[src/rtl/core_pkg.sv]
// Shared core types: writeback result source, load funct3 codes and the
// writeback FSM state encoding.
package core_pkg;

    // Selects what the writeback stage sends to the register file.
    // Code 3 is reserved and is treated like RES_ALU.
    typedef enum logic [1:0] {
        RES_ALU  = 2'd0,
        RES_LOAD = 2'd1,
        RES_PC4  = 2'd2,
        RES_RSVD = 2'd3
    } result_src_e;

    // Load width/sign codes carried in funct3.
    localparam logic [2:0] F3_LB  = 3'b000;
    localparam logic [2:0] F3_LH  = 3'b001;
    localparam logic [2:0] F3_LW  = 3'b010;
    localparam logic [2:0] F3_LBU = 3'b100;
    localparam logic [2:0] F3_LHU = 3'b101;

    // Writeback FSM: IDLE accepts instructions, WAIT_LOAD holds a load
    // until the data-memory read response arrives.
    typedef enum logic {
        WB_IDLE      = 1'b0,
        WB_WAIT_LOAD = 1'b1
    } wb_state_e;

endpackage

[src/rtl/load_extend.sv]
// Combinational load data extraction: picks the byte/halfword addressed by
// the low address bits out of an aligned 32-bit word and extends it.
// Kept stand-alone so the LSU can reuse it.
module load_extend
    import core_pkg::*;
(
    input  logic [31:0] i_rdata,
    input  logic [1:0]  i_offset,
    input  logic [2:0]  i_funct3,
    output logic [31:0] o_value
);

    logic [7:0]  w_byte;
    logic [15:0] w_half;

    // Select the addressed byte/halfword and apply sign or zero extension.
    always_comb begin
        w_byte  = 8'h00;
        w_half  = 16'h0000;
        o_value = i_rdata;
        case (i_offset)
            2'd0:    w_byte = i_rdata[7:0];
            2'd1:    w_byte = i_rdata[15:8];
            2'd2:    w_byte = i_rdata[23:16];
            default: w_byte = i_rdata[31:24];
        endcase
        w_half = i_offset[1] ? i_rdata[31:16] : i_rdata[15:0];
        case (i_funct3)
            F3_LB:   o_value = {{24{w_byte[7]}}, w_byte};
            F3_LBU:  o_value = {24'h000000, w_byte};
            F3_LH:   o_value = {{16{w_half[15]}}, w_half};
            F3_LHU:  o_value = {16'h0000, w_half};
            default: o_value = i_rdata;  // LW and unused codes: full word
        endcase
    end

endmodule

[src/rtl/stage_writeback.sv]
// Final pipeline stage: completes loads (waiting on the read response when
// needed), selects the writeback value, drives the register-file write
// port and counts retired instructions.
//
// Handshake: an instruction is offered while mem_valid=1. It is accepted
// in any cycle where wb_stall=0; while wb_stall=1 upstream keeps every
// mem_* input stable. dmem_rvalid is a one-cycle data strobe with no
// backpressure and is only consumed while a load is being completed.
module stage_writeback
    import core_pkg::*;
(
    input  logic        clk,
    input  logic        rst_n,
    input  logic        mem_valid,
    input  logic [4:0]  mem_rd,
    input  logic [31:0] mem_alu_result,
    input  logic [31:0] mem_instr_addr_plus,
    input  logic [1:0]  mem_result_src,
    input  logic        mem_wr_enable,
    input  logic [2:0]  mem_funct3,
    input  logic        dmem_rvalid,
    input  logic [31:0] dmem_rdata,
    output logic        wb_stall,
    output logic [4:0]  wb_rd,
    output logic [31:0] wb_result,
    output logic        wb_wr_enable,
    output logic        wb_retire,
    output logic [63:0] wb_instret
);

    wb_state_e   r_state;
    logic [4:0]  r_rd;
    logic [31:0] r_result;
    logic        r_wr_enable;
    logic        r_retire;
    logic [63:0] r_instret;

    result_src_e w_src;
    logic        w_is_load;
    logic        w_complete;
    logic        w_enter_wait;
    logic [31:0] w_load_value;
    logic [31:0] w_sel_result;

    load_extend u_load_extend (
        .i_rdata  (dmem_rdata),
        .i_offset (mem_alu_result[1:0]),
        .i_funct3 (mem_funct3),
        .o_value  (w_load_value)
    );

    // Decide completion/stall from state and current inputs only; the
    // registered wb_* outputs never feed back into the stall path.
    always_comb begin
        w_src        = result_src_e'(mem_result_src);
        w_is_load    = (w_src == RES_LOAD);
        w_complete   = 1'b0;
        w_enter_wait = 1'b0;
        wb_stall     = 1'b0;
        if (r_state == WB_IDLE) begin
            if (mem_valid) begin
                w_complete   = !w_is_load || dmem_rvalid;
                w_enter_wait = w_is_load && !dmem_rvalid;
                wb_stall     = w_is_load && !dmem_rvalid;
            end
        end else begin
            w_complete = dmem_rvalid;
            wb_stall   = !dmem_rvalid;
        end
    end

    // Writeback value mux; the reserved source code falls back to the ALU.
    always_comb begin
        w_sel_result = mem_alu_result;
        case (w_src)
            RES_LOAD: w_sel_result = w_load_value;
            RES_PC4:  w_sel_result = mem_instr_addr_plus;
            default:  w_sel_result = mem_alu_result;
        endcase
    end

    // FSM with registered writeback outputs and the retire counter.
    always_ff @(posedge clk or negedge rst_n) begin
        if (!rst_n) begin
            r_state     <= WB_IDLE;
            r_rd        <= 5'd0;
            r_result    <= 32'd0;
            r_wr_enable <= 1'b0;
            r_retire    <= 1'b0;
            r_instret   <= 64'd0;
        end else begin
            r_wr_enable <= 1'b0;
            r_retire    <= 1'b0;
            case (r_state)
                WB_IDLE: begin
                    if (w_enter_wait) begin
                        r_state <= WB_WAIT_LOAD;
                    end
                end
                default: begin
                    if (dmem_rvalid) begin
                        r_state <= WB_IDLE;
                    end
                end
            endcase
            if (w_complete) begin
                r_rd        <= mem_rd;
                r_result    <= w_sel_result;
                r_wr_enable <= mem_wr_enable && (mem_rd != 5'd0);
                r_retire    <= 1'b1;
                r_instret   <= r_instret + 64'd1;
            end
        end
    end

    assign wb_rd        = r_rd;
    assign wb_result    = r_result;
    assign wb_wr_enable = r_wr_enable;
    assign wb_retire    = r_retire;
    assign wb_instret   = r_instret;

endmodule

[config.mk]
export PLATFORM = sky130hd
export DESIGN_NAME = stage_writeback
export DESIGN_NICKNAME = d
export VERILOG_FILES = /design/src/rtl/core_pkg.sv /design/src/rtl/load_extend.sv /design/src/rtl/stage_writeback.sv
export SDC_FILE = /design/constraint.sdc
export NUM_CORES = 1
export LEC_CHECK = 0
export BUFFER_PORTS_ARGS = -buffer_cell sky130_fd_sc_hd__buf_2
export CAP_MARGIN = 20
export CORE_MARGIN = 4
export CORE_UTILIZATION = 45
export DETAILED_ROUTE_END_ITERATION = 10
export HOLD_SLACK_MARGIN = 0.06
export PLACE_DENSITY = 0.73
export SYNTH_ARGS = -nofsm -noshare
export SYNTH_HDL_FRONTEND = slang
export SYNTH_HIERARCHICAL = 1
export SYNTH_SLANG_ARGS = --single-unit
[constraint.sdc]
create_clock -name clk -period 2.7 [get_ports clk]
set_clock_uncertainty 0.05 [all_clocks]
set_input_delay 0.54 -clock clk [delete_from_list [all_inputs] [get_ports clk]]
set_output_delay 0.54 -clock clk [all_outputs]
set_load 0.02 [all_outputs]
==> summary by stage <==
Clock network
The CTS sink count is 104. The number of buffers created by CTS is 9. TritonCTS built the clock tree.

The hold buffer count at cts is 0. The deepest clock path buffer count is 2. The H-tree was split into 3 levels. Clock-pin slew was measured on the worst setup and hold paths at roughly 60 ps. Clock tree synthesis selected as its root buffer the cell sky130_fd_sc_hd__clkbuf_16. The clock latency of the later-clocked register in the worst-skew pair is 340 ps.

The setup fix buffers added after clock tree synthesis is 0. The number of instances resized during post-cts repair is 0.

Worst setup path
STA classifies the critical path startpoint as an input port. STA classifies the critical path endpoint as an output pin. The arrival time at the worst endpoint is 1740 ps.

The worst setup path is of the input port to output pin kind. The launch instance of the worst register-to-register path is wb_instret[3]. Of all nets on the critical path, the largest fanout is 33.

The slowest cell on the critical path is sky130_fd_sc_hd__buf_4. The delay of the slowest cell on the worst path is 360 ps. The slack of the worst reg-to-reg path is just over 500 ps. The total buffers and inverters traversed by the critical path is 4. The required time of the worst setup path is roughly 2100 ps. Measured in cells, the most critical reg-to-reg path has a length of 5. Broken down by cell family, the worst path's largest delay share belongs to buffers and inverters. The cell that appears most often on the critical path is sky130_fd_sc_hd__buf_2. The reg-to-reg endpoint is wb_instret[47].

Walking the worst path, the cells encountered are buf_2, inv_1, ha_1, buf_4, a21oi_1, nor2_1, buf_2.

Power and ir drop
The maximum vdd ir drop is 0.398 mV. The proportion of total power due to net switching is 0.321. The share of total power dissipated in the clock network is 0.318. In this run the power spent charging and discharging nets is 1.32 mW. The overall power of the completed layout is 4.10 mW. The share of total power dissipated in combinational logic is 0.236. Internal power comes to 2.78 mW. Dividing total power by cell area gives a power density of 538 nW/um^2.

The share of total power dissipated in sequential elements is 0.446. The static leakage is 3.82 nW.

STA
The setup TNS after final layout is 0 ps. Based on the critical path, the design can be clocked at up to 429 MHz. Setup violations remaining at the end of the flow were counted as 0. Measured against its own limit, the worst slew margin works out to 0.555.

The clock period minus final worst setup slack is approximately 2300 ps. The final hold violation count is 0. Setup repair after global routing left no endpoint under its margin. The hold slack is 180 ps.

The pin slew with the least headroom to its limit is 668 ps. The max-slew violation total from the final report was 0. The fraction of the cycle the final worst path needs is 0.863.

Finish
The number of nets in the finished design is 982. In the final layout, the share of cells above drive strength 1 is 0.308. From synthesis to final layout, the design area changed by 25.8%. Leaving out fill and tap cells, the most frequent cells in the layout are 213 x sky130_fd_sc_hd__buf_2, 104 x sky130_fd_sc_hd__dfrtp_1, 86 x sky130_fd_sc_hd__nand2_1, 84 x sky130_fd_sc_hd__nor2_1, 48 x sky130_fd_sc_hd__a21oi_1.

The most common cell after layout, fill and taps aside is sky130_fd_sc_hd__buf_2. Fill cells in the final layout number 1205. The final non-filler cell total is 1050.

Synthesis
Synthesis handed over a netlist of 666 instances. When the netlist entered floorplanning its net count stood at 780. For this run, asynchronously set or reset flops after synthesis account for 1.00. The cell area that synthesis handed to floorplanning was between 6000 and 7000 sq um. The share of the Yosys chip area taken by registers is 0.429. Synthesis inferred ~100 register bits. During synthesis, Yosys emitted a total of 6 warnings. Averaged over all synthesized cells, the footprint is 9.10 sq um. The leading register cell type out of synthesis is sky130_fd_sc_hd__dfrtp_1. The netlist uses 50 different library cells.

The number of enable flip-flop cells after synthesis is 0.

Global routing
The number of global-route vias before repair is 5359. In the global route stage, overall resource usage came out at 0.233. For this run the aggregate overflow at the end of global routing stands at 0.

The initial antenna violation count is 3. The global-route wire length before repair is 28000 um. The largest net degree at the start of global routing is 65.

Floorplan
The number of top-level pins is ~220. The cell row count is 42. The initial utilization of the core area, before any placement, comes to 0.459. The die area is 15400 sq um. The die is 124 um tall.

The core footprint is 13200 sq um. The floorplan step set the die width to 124 um.

Route
The DRC violation total after the first TritonRoute iteration is 404. The wire length after detailed routing is 18000 um. Dividing the detail-routed wire length by the instance count gives 17.2 um. After detailed routing, the number of vias per cell comes to 5.47. For this run, design rule violations remaining after detail routing come to 0. Summing over every cut layer, the via total after detailed routing is about 5700. The count of TritonRoute iterations in the first routing pass is 8.

In this run the remaining antenna-violating nets after routing total 0.

Placement
The placed wire-length estimate after detailed placement is 14000 um. The number of instances in the placed design is 1033. The quantity of I/O buffers inserted on ports is roughly 210. The weighted congestion at the end of routability-driven global placement is about 0.91.

Outcome
The flow ran to the end, and the final reports show no timing, DRC or antenna violations.

Min path
The tightest min-delay check is of the input port to asynchronous set/reset pin type.

Job
The number of maximum-capacitance violations is 0.
==> registers in the layout (all words and copies together), names as in the netlist <==
name and flops:
wb_result 32, r_state 1, wb_instret 64, wb_wr_enable 1
wb_rd 5, wb_retire 1
==> routing by layer <==
metal	routed length [um]	vias up	track usage
met2	8440	242	0.366
met4	352	2	0.0746
met3	1430	30	0.0522
met1	7800	2677	0.321
li1	-	2792	-
met5	7	-	0
==> metrics by stage <==
stage | instance area [sq um] | setup slack [ps] | util
final | 7620 | 369 | 0.578
after global routing | 7620 | 238 | 0.578
after CTS | 7620 | 370 | 0.577
after detailed placement | 7320 | 219 | 0.555
after global placement | 7320 | 216 | 0.555
after floorplan | 6060 | 453 | -
==> area by class of cell <==
class                           count  area, sq um  share of cell area
Clock buffer                        9          225              0.0296
Clock inverter                      6         68.8             0.00903
Timing Repair Buffer              230         1230               0.162
Multi-Input combinational cell    502         3190               0.418
Antenna cell                        2         5.00            0.000657
Sequential cell                   104         2600               0.341
Inverter                           21         78.8              0.0103
Tap cell                          176          220              0.0289
==> cells by family after synthesis <==
logic type / synth area share
fa+ha+maj: 0.00620
compound gates: 0.164
simple gates: 0.224
mux: 0.0386
xor+xnor: 0.0911
buf+inv: 0.0465
flops: 0.429
==> power groups by stage <==
| stage | logic (mW) | registers, mW | clock network (mW) |
|---|---|---|---|
| 6_report | 0.969 | 1.83 | 1.30 |
| 5_1_grt | 1.07 | 1.85 | 1.39 |
| 4_1_cts | 0.975 | 1.83 | 1.33 |
| 3_5_place_dp | 0.975 | 1.86 | 0 |
| 3_3_place_gp | 0.963 | 1.86 | 0 |
| 2_1_floorplan | 0.397 | 2.01 | 0 |
==> worst max-delay path by stage <==
| stage | from | end | slack (ps) | cells after the start |
|---|---|---|---|---|
| after floorplan | mem_result_src[1] | wb_instret[51] | 450 | 9 |
| after global placement | mem_result_src[1] | wb_instret[60] | 220 | 8 |
| after detailed placement | mem_result_src[1] | wb_instret[60] | 220 | 8 |
| after CTS | mem_result_src[1] | wb_stall | 370 | 7 |
| after global routing | wb_instret[3] | wb_instret[47] | 240 | 5 |
| final | mem_result_src[1] | wb_stall | 370 | 7 |
==> worst register-to-register path, stage by stage (launching register included) <==
cell and delay, ps:
sky130_fd_sc_hd__dfrtp_1 440, sky130_fd_sc_hd__nand4_1 300, sky130_fd_sc_hd__nor4_4 470, sky130_fd_sc_hd__nand4_1 380
sky130_fd_sc_hd__nor3_1 300, sky130_fd_sc_hd__xor2_1 180
==> Yosys cell counts (10+ instances only) <==
| master | count | area, sq um |
|---|---|---|
| sky130_fd_sc_hd__a21oi_1 | 48 | 240 |
| sky130_fd_sc_hd__a22oi_1 | 32 | 240 |
| sky130_fd_sc_hd__clkbuf_1 | 23 | 86.3 |
| sky130_fd_sc_hd__dfrtp_1 | 104 | 2600 |
| sky130_fd_sc_hd__inv_1 | 18 | 67.6 |
| sky130_fd_sc_hd__nand2_1 | 86 | 323 |
| sky130_fd_sc_hd__nand3_1 | 16 | 80.1 |
| sky130_fd_sc_hd__nand4_1 | 24 | 150 |
| sky130_fd_sc_hd__nor2_1 | 84 | 315 |
| sky130_fd_sc_hd__nor2b_1 | 10 | 62.6 |
| sky130_fd_sc_hd__nor3_1 | 17 | 85.1 |
| sky130_fd_sc_hd__nor4_1 | 10 | 62.6 |
| sky130_fd_sc_hd__o21ai_0 | 34 | 170 |
| sky130_fd_sc_hd__o22ai_1 | 16 | 100 |
| sky130_fd_sc_hd__xnor2_1 | 31 | 272 |
| sky130_fd_sc_hd__xor2_1 | 32 | 280 |
Note: power is estimated with default switching activity, not from simulation.
